==> src/rtl/load_store_unit.sv <==
// Load/store unit: takes one memory instruction at a time, runs a request/grant/rvalid
// handshake on the data bus and returns lane-formatted load data or a fault/timeout pulse.
module load_store_unit #(
    parameter int TIMEOUT_CYCLES = 255
) (
    input  logic        clk,
    input  logic        rst,
    input  logic        valid_in,
    input  logic        mem_read,
    input  logic        mem_write,
    input  logic [2:0]  funct3,
    input  logic [31:0] addr,
    input  logic [31:0] wdata,
    output logic        lsu_stall,
    output logic [31:0] load_data,
    output logic        load_valid,
    output logic        fault,
    output logic        bus_err,
    output logic        dmem_req,
    output logic        dmem_we,
    output logic [31:0] dmem_addr,
    output logic [3:0]  dmem_be,
    output logic [31:0] dmem_wdata,
    input  logic        dmem_gnt,
    input  logic        dmem_rvalid,
    input  logic [31:0] dmem_rdata
);

    typedef enum logic [1:0] {IDLE, REQ, WAIT} state_t;

    localparam logic [9:0] CNT_MAX = 10'(TIMEOUT_CYCLES - 1);

    state_t      state;
    logic [2:0]  funct3_q;
    logic [1:0]  lane_q;
    logic [9:0]  cnt;
    logic        access;
    logic        fault_cond;
    logic        accept;

    function automatic logic bad_access(input logic [2:0] f3, input logic store,
                                        input logic [1:0] lo);
        logic bad;
        case (f3)
            3'b000:  bad = 1'b0;
            3'b001:  bad = lo[0];
            3'b010:  bad = (lo != 2'b00);
            3'b100:  bad = store;
            3'b101:  bad = store | lo[0];
            default: bad = 1'b1;
        endcase
        return bad;
    endfunction

    function automatic logic [3:0] byte_enables(input logic [2:0] f3, input logic [1:0] lo);
        logic [3:0] be;
        case (f3[1:0])
            2'b00:   be = 4'b0001 << lo;
            2'b01:   be = lo[1] ? 4'b1100 : 4'b0011;
            default: be = 4'b1111;
        endcase
        return be;
    endfunction

    function automatic logic [31:0] store_lanes(input logic [2:0] f3, input logic [31:0] wd);
        logic [31:0] lanes;
        case (f3[1:0])
            2'b00:   lanes = {4{wd[7:0]}};
            2'b01:   lanes = {2{wd[15:0]}};
            default: lanes = wd;
        endcase
        return lanes;
    endfunction

    function automatic logic [31:0] format_load(input logic [2:0] f3, input logic [1:0] lo,
                                                input logic [31:0] rd);
        logic [7:0]  b;
        logic [15:0] h;
        logic [31:0] res;
        b = rd[{lo, 3'b000} +: 8];
        h = lo[1] ? rd[31:16] : rd[15:0];
        case (f3)
            3'b000:  res = {{24{b[7]}}, b};
            3'b100:  res = {24'b0, b};
            3'b001:  res = {{16{h[15]}}, h};
            3'b101:  res = {16'b0, h};
            default: res = rd;
        endcase
        return res;
    endfunction

    assign access     = valid_in & (mem_read | mem_write);
    assign fault_cond = bad_access(funct3, mem_write, addr[1:0]);
    assign accept     = (state == IDLE) & access & ~fault_cond;
    assign lsu_stall  = (state != IDLE) | accept;

    always_ff @(posedge clk) begin
        if (rst) begin
            state      <= IDLE;
            dmem_req   <= 1'b0;
            dmem_we    <= 1'b0;
            dmem_addr  <= '0;
            dmem_be    <= '0;
            dmem_wdata <= '0;
            load_data  <= '0;
            load_valid <= 1'b0;
            fault      <= 1'b0;
            bus_err    <= 1'b0;
            cnt        <= '0;
            funct3_q   <= '0;
            lane_q     <= '0;
        end else begin
            load_valid <= 1'b0;
            fault      <= 1'b0;
            bus_err    <= 1'b0;
            case (state)
                IDLE: begin
                    fault <= access & fault_cond;
                    if (accept) begin
                        state      <= REQ;
                        dmem_req   <= 1'b1;
                        dmem_we    <= mem_write;
                        dmem_addr  <= {addr[31:2], 2'b00};
                        dmem_be    <= byte_enables(funct3, addr[1:0]);
                        dmem_wdata <= mem_write ? store_lanes(funct3, wdata) : 32'b0;
                        funct3_q   <= funct3;
                        lane_q     <= addr[1:0];
                        cnt        <= '0;
                    end
                end
                REQ: begin
                    // A grant on the last allowed cycle still completes the request.
                    if (dmem_gnt) begin
                        dmem_req <= 1'b0;
                        state    <= dmem_we ? IDLE : WAIT;
                        cnt      <= cnt + 10'd1;
                    end else if (cnt == CNT_MAX) begin
                        dmem_req <= 1'b0;
                        bus_err  <= 1'b1;
                        state    <= IDLE;
                    end else begin
                        cnt <= cnt + 10'd1;
                    end
                end
                WAIT: begin
                    if (dmem_rvalid) begin
                        load_data  <= format_load(funct3_q, lane_q, dmem_rdata);
                        load_valid <= 1'b1;
                        state      <= IDLE;
                    end else if (cnt == CNT_MAX) begin
                        bus_err <= 1'b1;
                        state   <= IDLE;
                    end else begin
                        cnt <= cnt + 10'd1;
                    end
                end
                default: state <= IDLE;
            endcase
        end
    end

endmodule
==> config.mk <==
export PLATFORM = sky130hd
export DESIGN_NAME = load_store_unit
export DESIGN_NICKNAME = d
export VERILOG_FILES = /design/src/rtl/load_store_unit.sv
export SDC_FILE = /design/constraint.sdc
export NUM_CORES = 1
export LEC_CHECK = 0
export BUFFER_PORTS_ARGS = -buffer_cell sky130_fd_sc_hd__buf_2
export CORE_UTILIZATION = 52
export DETAILED_ROUTE_END_ITERATION = 10
export PLACE_DENSITY = 0.85
export SLEW_MARGIN = 25
export SYNTH_ARGS = -nofsm -noshare
export SYNTH_HDL_FRONTEND = slang
export SYNTH_SLANG_ARGS = --single-unit
==> constraint.sdc <==
create_clock -name clk -period 3.6 [get_ports clk]
set_input_delay 0.36 -clock clk [delete_from_list [all_inputs] [get_ports clk]]
set_output_delay 0.36 -clock clk [all_outputs]
set_load 0.01 [all_outputs]
==> results.json, run 1 <==
{
  "stdcell_count": 968,
  "final_cell_mix": "buf_2 (209), dfxtp_1 (120), nand2_1 (119), a21oi_1 (61), nor2_1 (43)",
  "rsz0062_at_grt": "no",
  "grt_overflow": 0,
  "cts-root-buf": "clkbuf_8",
  "power_density_nw_per_um2": 473,
  "cap_viol_max_count": 0,
  "grt_usage": 0.287,
  "die-area_um2": 10700,
  "io_pins": 212,
  "num_rows": 36,
  "setup_viol": 0,
  "antenna_left": 0,
  "antenna_cells": 0,
  "mostFrequentLayoutCell": "buf_2",
  "cp_slowest_stage_delay_ns": 0.34,
  "cts_buffers": 17,
  "die_w_um": 103,
  "ctsHtreeMaxLevel": 4,
  "ctsHoldBuffers": 0,
  "syn_area_per_cell_um2": 8.45,
  "r2r_start": "state[0]$_SDFFE_PP0P_",
  "outcome": "completed",
  "relSlewSlack": 0.439,
  "clk_pin_slew_ns": 0.06,
  "clkSinkCount": 120,
  "leakage_nw": 3.06,
  "cts_resized": 0,
  "synth.distinct_cells": 55,
  "vias": 5500,
  "fmax_ghz": 0.379,
  "critical-path-top-delay-family": "compound AO/OA/AOI/OAI gates",
  "end_kind": "primary output",
  "dpl-instance-area_um2": 6430,
  "cts_tree": "built",
  "path_cells": "inv_1 > ha_1 > o211ai_1 > o21bai_2 > nand2_1 > buf_2",
  "grt_pass1_wl_um": 23700,
  "fin_tns_setup_ns": 0,
  "final.min_clock_period_ns": 2.64,
  "globalplace.congestion": 0.889,
  "vias_per_cell": 5.68,
  "grt_max_degree": 74,
  "post-route-util": 0.709,
  "synth-edff-count": 0,
  "power_mw": 3.31,
  "drive_gt1_frac": 0.321,
  "nNetsFinal": 934,
  "worstPathArrival_ns": 2.28,
  "ir_drop_v": 0.000387,
  "core_area_um2": 9860,
  "first_pass_iters": 5,
  "finClkSkew_ns": 0.00851,
  "r2r-end": "cnt[3]$_SDFFE_PP0P_",
  "hp-class": "primary input to flip-flop",
  "synthFlopType": "dfxtp_1",
  "hpwl_um": 11000,
  "worstSetupPathType": "flip-flop to primary output",
  "cp-start-kind": "flip-flop",
  "fin_area_um2": 7000,
  "initial_core_util": 0.541,
  "die_h_um": 103,
  "hold-worst-slack_ns": 0.0761,
  "hp-start": "addr[3]",
  "min_path_cells": 3,
  "postCtsSetupBuffers": 0,
  "path_buf_inv": 2,
  "tightest_slew_ns": 0.838,
  "r2r_slack_ns": 1.12,
  "crit_slowest_cell": "dfxtp_1",
  "yosysWarningCount": 0,
  "syn_inst": 631,
  "drt_iter0_markers": 311,
  "netlist_area_um2": 5330,
  "fin_crit_sh": 0.733,
  "ff2ff_path_depth": 7,
  "cp_max_fo": 6,
  "synth-seq-cells": 120,
  "required_ns": 3.24,
  "clock_latency_ns": 0.52,
  "fin_ws_ns": 0.959,
  "drv_slew": 0,
  "cts_buffer_depth": 2,
  "pre_cts_slack_ns": 1.18,
  "wirelength_um": 15300,
  "dpl.cell_count": 936,
  "area_growth_pct": 31.2,
  "io_buffers": 209,
  "antenna_found_initial": 0,
  "grt_pass1_vias": 5157,
  "finalHoldViolations": 0,
  "async_flop_share": 0,
  "drc": 0,
  "wl_per_cell_um": 15.8,
  "synth-seq-area-share": 0.450,
  "hold_end": "dmem_addr[3]$_SDFFE_PP0P_"
}
## cells in the mapped netlist, types with 3 or more instances
| cell type | instances | area, µm² |
|---|---|---|
| a31oi_1 | 8 | 50.1 |
| mux2i_1 | 24 | 240 |
| mux2_2 | 8 | 90.1 |
| nor2b_1 | 5 | 31.3 |
| a21oi_1 | 61 | 305 |
| and2_1 | 4 | 25.0 |
| nand2_1 | 119 | 447 |
| nor3_1 | 16 | 80.1 |
| a311oi_1 | 4 | 35.0 |
| a211oi_1 | 24 | 180 |
| dfxtp_1 | 120 | 2400 |
| inv_1 | 16 | 60.1 |
| nand2b_1 | 8 | 50.1 |
| buf_2 | 6 | 30.0 |
| o221ai_1 | 5 | 43.8 |
| a41oi_1 | 3 | 26.3 |
| o2bb2ai_1 | 17 | 149 |
| nand3b_1 | 9 | 67.6 |
| nand3_1 | 6 | 30.0 |
| a22o_1 | 16 | 140 |
| o21ai_0 | 24 | 120 |
| ha_1 | 6 | 75.1 |
| clkbuf_1 | 35 | 131 |
| nor2_1 | 44 | 165 |
## kinds of logic after synthesis
group | synth area share
simple gates | 0.191
buf+inv | 0.0488
compound gates | 0.229
other cells | 0.000703
mux | 0.0662
flops | 0.450
fa+ha+maj | 0.0141
## final cells by class
type / count / area, µm²
clock inverter: 14 / 139
sequential: 120 / 2400
timing repair buffer: 218 / 1110
clock buffer: 18 / 428
tap: 133 / 166
multi-input combinational: 449 / 2690
fill: 742 / 2870
inverter: 16 / 60.1
## where the power goes
group | internal, mW | switching [mW]
Sequential | 1.36 | 0.0185
Clock | 0.949 | 0.655
Combinational | 0.132 | 0.192
## state kept, by name, indices dropped and copies added, names as in the netlist
name,count
funct3_q,3
dmem_addr,30
load_valid,1
cnt,10
lane_q,2
bus_err,1
dmem_be,4
dmem_req,1
dmem_we,1
fault,1
load_data,32
state,2
dmem_wdata,32
## metal layers
metal,vias up,routed length [µm],GRT usage
met1,2547,6160,0.334
met4,0,377,0.127
met5,-,0,0
met2,286,7480,0.481
met3,40,1320,0.0988
li1,2627,-,-
## worst register-to-register path: cells and delay by family, from the launching register on
kind | cells | cell delay, ns
flip-flops | 1 | 0.34
AO/OA/AOI/OAI | 3 | 1.17
buffers and inverters | 1 | 0.10
adder cells (fa/ha/maj) | 1 | 0.34
AND/OR/NAND/NOR | 2 | 0.42
## worst max path at each step
stage | cells past startpoint | endpoint | start
final | 6 | lsu_stall | state[0]$_SDFFE_PP0P_
after global routing | 6 | lsu_stall | state[1]$_SDFFE_PP0P_
after CTS | 6 | lsu_stall | state[0]$_SDFFE_PP0P_
after detailed placement | 7 | cnt[3]$_SDFFE_PP0P_ | state[0]$_SDFFE_PP0P_
after global placement | 7 | dmem_wdata[26]$_SDFFE_PP0P_ | funct3[1]
after floorplan | 8 | cnt[3]$_SDFFE_PP0P_ | state[0]$_SDFFE_PP0P_
Power figures use the tool's default switching activity.
==> run 2, diff against run 1 <==
Settings changed: CORE_UTILIZATION 52 to 44, PLACE_DENSITY 0.85 to 0.76.
Clock period 3.6 ns to 2.1 ns, I/O delays scaled along.
==> run 2 against run 1 <==
Against the previous run:
- global-route usage is 4.4 points lower
- the flow now finishes with violations (design-rule violations)
- register-to-register slack worse by 1.0 ns
- largest cell class unchanged
- sequential power is 72% higher
- combinational power is 86% higher
==> results.json, run 2 (synthesis gave the netlist of run 1 again) <==
{
  "cp-start-kind": "flip-flop",
  "critical-path-top-delay-family": "buffers and inverters",
  "endpoint": "lsu_stall",
  "final.min_clock_period_ns": 2.02,
  "r2r-end": "cnt[9]$_SDFFE_PP0P_",
  "stdcell_count": 1007,
  "hold-worst-slack_ns": 0.0343,
  "path_cells": "inv_1 > ha_2 > o211ai_1 > buf_4 > buf_4 > o21bai_4 > nand2_2 > buf_6",
  "intPower_mw": 4.49,
  "antenna_left": 0,
  "antenna_cells": 0,
  "cts-root-buf": "clkbuf_16",
  "finalHoldViolations": 0,
  "grt_usage": 0.243,
  "power_frac_seq": 0.404,
  "antenna_found_initial": 0,
  "drv_slew": 0,
  "core_area_um2": 11600,
  "ctsHoldBuffers": 0,
  "io_pins": 212,
  "vias": 5357,
  "cts_buffer_depth": 2,
  "r2r_start": "state[1]$_SDFFE_PP0P_",
  "grt_max_degree": 56,
  "dpl.cell_count": 972,
  "cp_max_fo": 6,
  "grt_pass1_wl_um": 24400,
  "p_clk_frac": 0.493,
  "fin_crit_sh": 0.963,
  "cp.depth": 8,
  "ff2ff_path_depth": 8,
  "drc": 10,
  "combPwrFrac": 0.103,
  "wirelength_um": 15300,
  "die_h_um": 112,
  "end_kind": "primary output",
  "fmax_ghz": 0.494,
  "die_w_um": 112,
  "finClkSkew_ns": 0.00745,
  "violations": "design-rule violations",
  "drt_iter0_markers": 362,
  "tightest_slew_ns": 0.581,
  "switchingPower_mw": 1.37,
  "worstPathArrival_ns": 1.81,
  "crit_slowest_cell": "dfxtp_1",
  "hpwl_um": 10900,
  "first_pass_iters": 8,
  "globalplace.congestion": 0.936,
  "grt_pass1_vias": 5044,
  "cp_slowest_stage_delay_ns": 0.30,
  "die-area_um2": 12600,
  "r2r_slack_ns": 0.09,
  "ctsHtreeMaxLevel": 4,
  "grt_overflow": 0,
  "multi_input_comb_area_um2": 2730,
  "io_buffers": 209,
  "clkSinkCount": 120,
  "clock_latency_ns": 0.41,
  "fillers": 1023,
  "ir_drop_v": 0.000743,
  "leakage_nw": 3.23,
  "setup_viol": 0,
  "cts_buffers": 17,
  "cap_viol_max_count": 0,
  "vias_per_cell": 5.32,
  "required_ns": 1.89,
  "drive_gt1_frac": 0.355,
  "crit_top_cell": "buf_4",
  "worstSetupPathType": "flip-flop to primary output",
  "fin_ws_ns": 0.0769,
  "relSlewSlack": 0.612,
  "num_rows": 39,
  "critPathLaunch": "state[1]$_SDFFE_PP0P_",
  "hp-class": "primary input to flip-flop",
  "path_buf_inv": 4,
  "wl_per_cell_um": 15.2,
  "regArea_um2": 2400,
  "p_sw_frac": 0.233,
  "pre_cts_slack_ns": -0.00348,
  "initial_core_util": 0.459,
  "rsz0062_at_grt": "yes",
  "final_cell_mix": "buf_2 (208), nand2_1 (118), dfxtp_1 (118), a21oi_1 (60), nor2_1 (43)",
  "mostFrequentLayoutCell": "buf_2",
  "area_growth_pct": 37.3,
  "largestRegisters": "dmem_wdata x32, load_data x32, dmem_addr x30",
  "outcome": "complete, but fails checks",
  "cts_tree": "built",
  "clk_pin_slew_ns": 0.06,
  "power_density_nw_per_um2": 800,
  "nNetsFinal": 964
}
run 2: cell type report:
cell class,count,area share
repair buffers,248,0.185
multi-input cells,449,0.373
clock buffers,24,0.0685
inverters,16,0.00820
clock inverters,7,0.0125
flip-flops and latches,120,0.328
well taps,143,0.0244
run 2: tightest hold or removal path: stages:
cell	delay, ns
buf_2	0.09
nand2_1	0.04
a21oi_1	0.05
run 2: routing by layer:
layer  GRT usage  up-vias  routed length [µm]
li1            -     2682                   -
met1       0.297     2445                6700
met2       0.407      203                7370
met3      0.0680       27                 984
met4      0.0933        0                 250
met5           0        -                   0
run 2: how the worst min path moves through the flow:
stage / start / to / cells past startpoint
2_1_floorplan: wdata[0] / dmem_wdata[0]$_SDFFE_PP0P_ / 1
3_3_place_gp: dmem_addr[23]$_SDFFE_PP0P_ / dmem_addr[23]$_SDFFE_PP0P_ / 2
3_5_place_dp: dmem_wdata[18]$_SDFFE_PP0P_ / dmem_wdata[18]$_SDFFE_PP0P_ / 1
4_1_cts: addr[31] / dmem_addr[31]$_SDFFE_PP0P_ / 3
5_1_grt: addr[22] / dmem_addr[22]$_SDFFE_PP0P_ / 3
6_report: addr[31] / dmem_addr[31]$_SDFFE_PP0P_ / 3
run 2: power by group through the flow:
stage | registers [mW] | logic [mW] | clock network (mW)
after CTS | 2.37 | 0.587 | 2.93
final | 2.37 | 0.602 | 2.89
after floorplan | 2.43 | 0.289 | 0
after detailed placement | 2.41 | 0.575 | 0
after global placement | 2.41 | 0.571 | 0
after global routing | 2.37 | 0.658 | 3.05
run 2: timing repair:
action	CTS	global route
pin swaps	1	1
gates cloned	0	0
setup buffers	1	3
gates resized for setup	3	13
endpoints found under the setup margin	2	23
endpoints found under the hold margin	0	0
run 2: through the flow:
stage | util | power (mW) | area (µm²) | setup TNS [ns]
detailed placement | 0.573 | 2.99 | 6650 | -0.00835
CTS | 0.626 | 5.89 | 7260 | 0
global route | 0.631 | 6.08 | 7320 | -0.0101
finish | 0.631 | 5.86 | 7320 | 0
floorplan | - | 2.72 | 5340 | 0
global placement | 0.573 | 2.98 | 6650 | 0
